<file path="src/rtl/pll_reset_sequencer.sv">
// -----------------------------------------------------------------------------
// pll_reset_sequencer
//
// Turns the asynchronous PLL LOCK signal into staged, synchronous reset
// releases for the PLL output clock domain. The core reset is released once
// the synchronized lock has been high for LOCK_STABLE_CYCLES consecutive
// edges. The USB reset follows STAGE_DELAY edges later. Any loss of lock after
// the core reset has been released re-asserts both resets, emits a one-cycle
// lock_lost pulse and bumps a saturating debug counter.
//
// Ports:
//   clk             PLL output clock, all logic on the rising edge
//   rst             asynchronous active-high global reset
//   pll_locked      raw PLL LOCK, asynchronous to clk, may glitch
//   rst_core_out    active-high reset to the core domain (registered)
//   rst_usb_out     active-high reset to the USB domain (registered)
//   ready           high while both resets are released (registered)
//   lock_lost       one-cycle pulse on loss of lock after release (registered)
//   lock_loss_count saturating count of lock_lost pulses (registered)
// -----------------------------------------------------------------------------
module pll_reset_sequencer #(
   parameter int LOCK_STABLE_CYCLES = 1024,
   parameter int STAGE_DELAY        = 16,
   parameter int CNT_W              = 11
) (
   input  logic       clk,
   input  logic       rst,
   input  logic       pll_locked,
   output logic       rst_core_out,
   output logic       rst_usb_out,
   output logic       ready,
   output logic       lock_lost,
   output logic [7:0] lock_loss_count
);

   typedef enum logic [1:0] {
      WAIT_LOCK    = 2'd0,
      STABLE       = 2'd1,
      RELEASE_CORE = 2'd2,
      RUN          = 2'd3
   } state_t;

   // Terminal counter values for the two timed states.
   localparam logic [CNT_W-1:0] STABLE_LAST = CNT_W'(LOCK_STABLE_CYCLES - 1);
   localparam logic [CNT_W-1:0] STAGE_LAST  = CNT_W'(STAGE_DELAY - 1);

   // Saturating increment for the 8-bit debug counter.
   function automatic logic [7:0] sat_inc8(input logic [7:0] v);
      logic [7:0] r;
      if (v == 8'hFF) begin
         r = v;
      end else begin
         r = v + 8'd1;
      end
      return r;
   endfunction

   logic             sync1_r;
   logic             lock_s;
   state_t           state_r;
   state_t           state_s;
   logic [CNT_W-1:0] cnt_r;
   logic [CNT_W-1:0] cnt_s;
   logic             loss_s;
   logic             rst_core_r;
   logic             rst_usb_r;
   logic             ready_r;
   logic             lock_lost_r;
   logic [7:0]       loss_cnt_r;
   logic [7:0]       loss_cnt_s;

   // Two-flop synchronizer for the asynchronous LOCK input.
   always_ff @(posedge clk or posedge rst) begin
      if (rst) begin
         sync1_r <= 1'b0;
         lock_s  <= 1'b0;
      end else begin
         sync1_r <= pll_locked;
         lock_s  <= sync1_r;
      end
   end

   // Next-state, counter and lock-loss detection.
   always_comb begin
      state_s = state_r;
      cnt_s   = cnt_r;
      loss_s  = 1'b0;
      case (state_r)
         WAIT_LOCK: begin
            // The first good sample already counts toward stability.
            if (lock_s) begin
               state_s = STABLE;
               cnt_s   = CNT_W'(1);
            end else begin
               cnt_s   = '0;
            end
         end
         STABLE: begin
            // Resets were never released here, so a drop is not a loss event.
            if (!lock_s) begin
               state_s = WAIT_LOCK;
               cnt_s   = '0;
            end else if (cnt_r == STABLE_LAST) begin
               state_s = RELEASE_CORE;
               cnt_s   = '0;
            end else begin
               cnt_s   = cnt_r + CNT_W'(1);
            end
         end
         RELEASE_CORE: begin
            // Loss of lock takes priority over advancing to RUN.
            if (!lock_s) begin
               state_s = WAIT_LOCK;
               cnt_s   = '0;
               loss_s  = 1'b1;
            end else if (cnt_r == STAGE_LAST) begin
               state_s = RUN;
               cnt_s   = '0;
            end else begin
               cnt_s   = cnt_r + CNT_W'(1);
            end
         end
         RUN: begin
            if (!lock_s) begin
               state_s = WAIT_LOCK;
               cnt_s   = '0;
               loss_s  = 1'b1;
            end else begin
               cnt_s   = '0;
            end
         end
         default: begin
            state_s = WAIT_LOCK;
            cnt_s   = '0;
         end
      endcase
   end

   // Debug counter next value.
   always_comb begin
      loss_cnt_s = loss_cnt_r;
      if (loss_s) begin
         loss_cnt_s = sat_inc8(loss_cnt_r);
      end else begin
         loss_cnt_s = loss_cnt_r;
      end
   end

   // State, counter and registered outputs; outputs are decoded from the
   // next state so they change on the same edge as the state transition.
   always_ff @(posedge clk or posedge rst) begin
      if (rst) begin
         state_r     <= WAIT_LOCK;
         cnt_r       <= '0;
         rst_core_r  <= 1'b1;
         rst_usb_r   <= 1'b1;
         ready_r     <= 1'b0;
         lock_lost_r <= 1'b0;
         loss_cnt_r  <= 8'd0;
      end else begin
         state_r     <= state_s;
         cnt_r       <= cnt_s;
         rst_core_r  <= (state_s == WAIT_LOCK) || (state_s == STABLE);
         rst_usb_r   <= (state_s != RUN);
         ready_r     <= (state_s == RUN);
         lock_lost_r <= loss_s;
         loss_cnt_r  <= loss_cnt_s;
      end
   end

   assign rst_core_out    = rst_core_r;
   assign rst_usb_out     = rst_usb_r;
   assign ready           = ready_r;
   assign lock_lost       = lock_lost_r;
   assign lock_loss_count = loss_cnt_r;

endmodule

</file>
<file path="config.mk">
export PLATFORM = sky130hd
export DESIGN_NAME = pll_reset_sequencer
export DESIGN_NICKNAME = d
export VERILOG_FILES = /design/src/rtl/pll_reset_sequencer.sv
export SDC_FILE = /design/constraint.sdc
export NUM_CORES = 1
export LEC_CHECK = 0
export ABC_AREA = 1
export CAP_MARGIN = 10
export CORE_MARGIN = 8
export CORE_UTILIZATION = 46
export CTS_CLUSTER_DIAMETER = 60
export DETAILED_ROUTE_END_ITERATION = 8
export HOLD_SLACK_MARGIN = 0.03
export PLACE_DENSITY = 0.69
export REMOVE_ABC_BUFFERS = 1
export SETUP_SLACK_MARGIN = 0.05
export SYNTH_ARGS = -nofsm -noshare
export SYNTH_HDL_FRONTEND = slang
export SYNTH_SLANG_ARGS = --single-unit
</file>
<file path="constraint.sdc">
create_clock -name clk -period 1.3 [get_ports clk]
set_input_delay 0.13 -clock clk [delete_from_list [all_inputs] [get_ports clk]]
set_output_delay 0.13 -clock clk [all_outputs]
set_load 0.02 [all_outputs]
</file>
==> run summary, run 1 <==
Status -> finished, violations left
Failing checks -> negative setup slack
H-Tree Depth -> 1
CTS clk-pin slew, worst paths -> 0.16 ns
Internal -> 1.03 mW
Cell count after synthesis -> 153
Synth unique cells -> 27
Max IR drop VDD -> 784 uV
# IOs -> 15
DRC -> 0
Worst path slowest cell -> dfrtp_1
Min Hold Slack -> 0.110 ns
Max_slew headroom -> 0.747
Setup slack, reg-to-reg -> -0.07 ns
Max Cap Violations -> 0
CP Buf/Inv Count -> 3
Clk root buf -> clkbuf_4
Stages on the worst setup path -> 6
Core Footprint -> 2780 um^2
Commonest non-fill, non-tap cells in the layout -> nand2_1 (34), dfrtp_1 (22), inv_1 (16)
Synth top area share -> 0.458
Port Buf Inserts -> 14
Max Freq -> 0.728 GHz
Hold Buf Count CTS -> 0
Clk sink count -> 27
Syn Area/Cell -> 8.93 um^2
CTS Buf Count -> 3
Critical Path, Cell by Cell -> ha_4 -> buf_4 -> buf_6 -> buf_6 -> or2_4 -> o2111a_1
Row count -> 19
Die width -> 70.5 um
Antenna viol nets, final -> 0
Number of global-route vias before repair -> 1103
Worst Slack Setup Final -> -0.0733 ns
Hold/Removal Path Class -> in2async
Worst path arrival time -> 1.61 ns
Reg2Reg Depth -> 6
Slew at the pin closest to its max-slew limit -> 0.380 ns
Initial Util -> 0.491
Final Hold Violating Endpoints -> 0
Routed via count -> 1063
Total grt overflow -> 0
CP required -> 1.54 ns
Tot Pwr -> 1.37 mW
Register area -> 682 um^2
FF-to-FF Start -> cnt_r[0]
First-pass GRT wire length -> 4.95 mm
Unrepaired setup endpoints after global routing -> true
Kind of critical path -> reg2reg
Largest net degree at the start of global routing -> 28
Multi-input gate area -> 678 um^2
Total global-route track usage -> 0.117
Fillers -> 233
Worst-path maximum fanout -> 2
CP most frequent cell -> buf_6
Layout cells sized above 1 -> 0.332
DRT Wirelength -> 2.82 mm
Netlist Area Pre-Place -> 1370 um^2
DIE AREA -> 4970 um^2
1st-pass router iterations -> 4
P per Cell Area -> 771 nW/um^2
Post-DP HPWL -> 1.91 mm
Setup Skew -> 0.0138 ns
Clock Power Share -> 0.270
Flop pwr share -> 0.639
Post-route core utilization -> 0.639
Dominant cells by area after synthesis -> dfrtp_1 (46%), nand2_1 (10%), nor2_1 (5.2%), inv_1 (4.7%), dfstp_2 (3.8%)
Fin crit period -> 1.37 ns
Cell accounting for the most synthesized area -> dfrtp_1
CP delay by family, top -> flip-flops
Inst Count DP -> 205
DR WL/cell -> 12.9 um
Area delta synth->final -> 30.1%
Startpoint Class -> flip-flop
Antenna diode count -> 0
TritonCTS clock tree -> yes
CP endpoint kind -> flip-flop
P_sw -> 0.343 mW
CP max stage delay -> 0.44 ns
Worst Setup EP -> cnt_r[2]
Final cell count without fillers -> 218
Die height -> 70.5 um
FF-to-FF End -> cnt_r[2]
Yosys Warn Count -> 0
Register area share after synthesis -> 0.496
Commonest non-fill, non-tap cell in the layout -> nand2_1
Layout Nets -> 193
Sw Ratio -> 0.251
Final Setup Violations -> 11
Logic pwr share -> 0.091
Via-to-Cell Ratio -> 4.88
Synth Register Bits -> 27
Clk Latency, worst-skew pair -> 0.33 ns
LEAKAGE -> 0.871 nW
Period Utilization, post-route -> 1.06
Bufs on Longest Clock Path -> 2
Max-slew violations -> 0
Initial antenna violation count -> 0
First DRT Iteration DRCs -> 45
Gpl congestion -> 0.739
Critical Path Source -> cnt_r[0]
-- timing repair --
action,CTS,global route
pin swaps,5,4
gates cloned,0,0
gates resized for setup,39,14
endpoints found under the hold margin,0,0
endpoints found under the setup margin,30,24
buffers inserted,6,4
-- routing by layer --
layer / global-route usage / share of wire
met5: 0 / 0
met3: 0.0240 / 0.030
met1: 0.144 / 0.44
met2: 0.205 / 0.53
met4: 0.0268 / 0.0057
-- metrics by stage --
stage                     cell area, um^2   TNS, ns  setup WS [ns]
after floorplan                      1360  -0.00443       -0.00443
after global placement               1610   -0.0994        -0.0179
after detailed placement             1610    -0.570         -0.101
after CTS                            1710    -0.282        -0.0432
after global routing                 1780     -1.69         -0.166
final                                1780    -0.543        -0.0733
-- cells by family (layout without fill, tap and decap cells) --
kind of cell	after synthesis	after routing	share of synthesized area
AND/OR/NAND/NOR	85	85	0.314
flip-flops	27	27	0.496
buffers and inverters	20	54	0.0577
XOR/XNOR	12	12	0.0769
AO/OA/AOI/OAI	7	7	0.0366
adder cells (fa/ha/maj)	2	2	0.0183
-- cell type report --
type | count | share of cell area
clock buffers | 3 | 0.0127
clock inverters | 1 | 0.00422
inverters | 19 | 0.0429
multi-input cells | 106 | 0.381
flip-flops and latches | 27 | 0.384
well taps | 31 | 0.0218
repair buffers | 31 | 0.153
-- worst min path at each step --
stage	start	endpoint	slack, ns	cells after the start
final	rst	cnt_r[0]	0.11	3
after global routing	rst	cnt_r[9]	0.12	3
after global placement	sync1_r	lock_s	0.34	0
after CTS	rst	cnt_r[6]	0.11	3
after floorplan	pll_locked	sync1_r	0.16	0
after detailed placement	sync1_r	lock_s	0.35	0
-- worst reg2reg max path: stages (launching register included) --
cell and delay [ns]:
dfrtp_1 0.44, ha_4 0.19, buf_4 0.13, buf_6 0.11
buf_6 0.11, or2_4 0.21, o2111a_1 0.11
-- registers in the layout (all words and copies together) (netlist names) --
| name | flops |
|---|---|
| cnt_r | 11 |
| lock_loss_count | 8 |
| state_r | 2 |
| lock_lost | 1 |
| lock_s | 1 |
| ready | 1 |
| rst_core_out | 1 |
| rst_usb_out | 1 |
| sync1_r | 1 |
-- power groups by stage --
stage                     Combinational [mW]  Sequential (mW)  Clock, mW
final                                  0.124            0.876      0.370
after global routing                   0.143            0.879      0.410
after CTS                              0.110            0.872      0.388
after detailed placement              0.0979            0.887          0
after global placement                0.0958            0.886          0
after floorplan                       0.0594            0.885          0
-- synth_stat cells, drive strengths merged --
| cell | count |
|---|---|
| nand3 | 10 |
| or2 | 1 |
| nand2 | 44 |
| dfstp | 2 |
| ha | 2 |
| nand4 | 5 |
| a21oi | 2 |
| o21bai | 2 |
| o2111a | 1 |
| nor3 | 2 |
| o21ai | 2 |
| xor2 | 6 |
| buf | 1 |
| nor2 | 23 |
| xnor2 | 6 |
| dfrtp | 25 |
| inv | 19 |
Power figures use the tool's default switching activity.
==> run 2, diff against run 1 <==
- PLACE_DENSITY: 0.69 -> 0.66
==> run 2 against run 1 <==
Compared with the run above: die area is the same; the run still ends with negative setup slack left; non-clock buffer count up 3; critical endpoint is now cnt_r[9]; combinational power barely moved; flip-flop and latch count did not move; sequential power about the same; critical path depth up 2; sequential share of layout area down 0.96 points; global-route usage shrank 0.94 points; via count rose by 4.4%; design area increased by 3.5%; register-to-register slack improved by 0.03 ns.
==> run summary, run 2 (same netlist as run 1, synthesis figures left out) <==
Clk sink count -> 27
Reg with most FFs -> cnt_r
Final Setup Violations -> 8
Slew at the pin closest to its max-slew limit -> 0.339 ns
Max_slew headroom -> 0.774
Worst-path maximum fanout -> 7
Port Buf Inserts -> 14
Fin crit period -> 1.34 ns
LEAKAGE -> 0.918 nW
Clk root buf -> clkbuf_4
Unrepaired setup endpoints after global routing -> true
CTS Buf Count -> 3
Clk Latency, worst-skew pair -> 0.32 ns
CTS clk-pin slew, worst paths -> 0.14 ns
Initial antenna violation count -> 0
Antenna diode count -> 0
DRT Wirelength -> 2.83 mm
CP max stage delay -> 0.43 ns
Initial Util -> 0.491
Area delta synth->final -> 34.7%
# IOs -> 15
Status -> finished, violations left
Commonest non-fill, non-tap cells in the layout -> nand2_1 (32), dfrtp_1 (17), buf_4 (17)
Total global-route track usage -> 0.108
CP endpoint kind -> flip-flop
Via-to-Cell Ratio -> 5.02
Max-slew violations -> 0
CP most frequent cell -> nand3_4
Startpoint Class -> flip-flop
Max Cap Violations -> 0
DR WL/cell -> 12.8 um
H-Tree Depth -> 1
Failing checks -> negative setup slack
Hold/Removal Path Class -> in2async
Largest net degree at the start of global routing -> 28
Final Hold Violating Endpoints -> 0
Hold Buf Count CTS -> 0
Bufs on Longest Clock Path -> 2
Number of global-route vias before repair -> 1080
Critical Path, Cell by Cell -> ha_4 -> nand3_4 -> inv_4 -> nand2_4 -> nor2_4 -> nand2_2 -> nand3_4 -> nor2_1
Min Hold Slack -> 0.150 ns
Worst path arrival time -> 1.57 ns
Total grt overflow -> 0
DIE AREA -> 4970 um^2
Tot Pwr -> 1.36 mW
Antenna viol nets, final -> 0
CP required -> 1.53 ns
CP Buf/Inv Count -> 1
Commonest non-fill, non-tap cell in the layout -> nand2_1
Routed via count -> 1110
Number of flip-flops in the largest register -> 11
TritonCTS clock tree -> yes
Layout cells sized above 1 -> 0.416
Max Freq -> 0.744 GHz
1st-pass router iterations -> 4
Die width -> 70.5 um
Post-DP HPWL -> 1.85 mm
DRC -> 0
First DRT Iteration DRCs -> 61
Die height -> 70.5 um
CP delay by family, top -> simple AND/OR/NAND/NOR gates
Period Utilization, post-route -> 1.03
Worst path slowest cell -> dfrtp_1
Kind of critical path -> reg2reg
Setup Skew -> 0.00126 ns
Max IR drop VDD -> 742 uV
Row count -> 19
Worst Slack Setup Final -> -0.0433 ns
Gpl congestion -> 0.763
Pre-CTS setup slack -> -0.0768 ns
Core Footprint -> 2780 um^2
First-pass GRT wire length -> 4.58 mm
P per Cell Area -> 738 nW/um^2
Layout Nets -> 196
-- run 2: changes by cell type in the layout (fill, tap and decap cells not counted), sizes merged --
cell	previous run	this run
buf	19	21
clkbuf	4	9
clkdlybuf4s15	6	2
clkinvlp	1	0
dlygate4sd2	3	4
-- run 2: layout make-up --
cell class / instances / area [um^2]
multi-input cells: 106 / 739
flip-flops and latches: 27 / 688
repair buffers: 34 / 269
clock buffers: 4 / 26.3
fillers: 228 / 941
inverters: 19 / 78.8
well taps: 31 / 38.8
-- run 2: worst paths after layout --
| path | start | end | slack [ns] | cells past startpoint |
|---|---|---|---|---|
| setup / recovery | cnt_r[1] | cnt_r[9] | -0.04 | 8 |
| hold / removal | rst | sync1_r | 0.15 | 3 |
| setup reg to reg | cnt_r[1] | cnt_r[9] | -0.04 | 8 |
| hold reg to reg | sync1_r | lock_s | 0.37 | 0 |
| max in group asynchronous | rst | rst_usb_out | 0.86 | 3 |
| min in group clk | pll_locked | sync1_r | 0.23 | 1 |
-- run 2: layer usage --
| metal | vias to the layer above | GRT usage | wire length (um) |
|---|---|---|---|
| li1 | 556 | - | - |
| met1 | 531 | 0.136 | 1270 |
| met2 | 19 | 0.179 | 1430 |
| met3 | 4 | 0.0240 | 109 |
| met4 | 0 | 0.0335 | 31 |
| met5 | - | 0 | 0 |
-- run 2: through the flow --
stage	util	setup TNS (ns)	std cells	area (um^2)
after floorplan	-	-0.00443	152	1360
after global placement	0.581	-0.149	207	1620
after detailed placement	0.581	-0.384	207	1620
after CTS	0.609	-0.164	215	1690
after global routing	0.662	-1.04	221	1840
final	0.662	-0.253	221	1840
-- run 2: timing repair --
action                                  CTS  global route
endpoints found under the setup margin   31            28
resized for setup                        32            39
buffers inserted                          4             6
pin swaps                                 2            11
endpoints found under the hold margin     0             0
-- run 2: report_power, final --
group | total, mW | internal, mW | leakage, nW | switching [mW]
Sequential | 0.877 | 0.856 | 0.349 | 0.0206
Clock | 0.359 | 0.120 | 0.0150 | 0.239
Combinational | 0.123 | 0.0540 | 0.554 | 0.0692
Total | 1.36 | 1.03 | 0.918 | 0.329
-- run 2: worst reg2reg max path: stages (launching register included) --
cell and delay, ns:
dfrtp_1 0.43, ha_4 0.17, nand3_4 0.10, inv_4 0.08, nand2_4 0.05, nor2_4 0.16, nand2_2 0.08, nand3_4 0.11
nor2_1 0.06
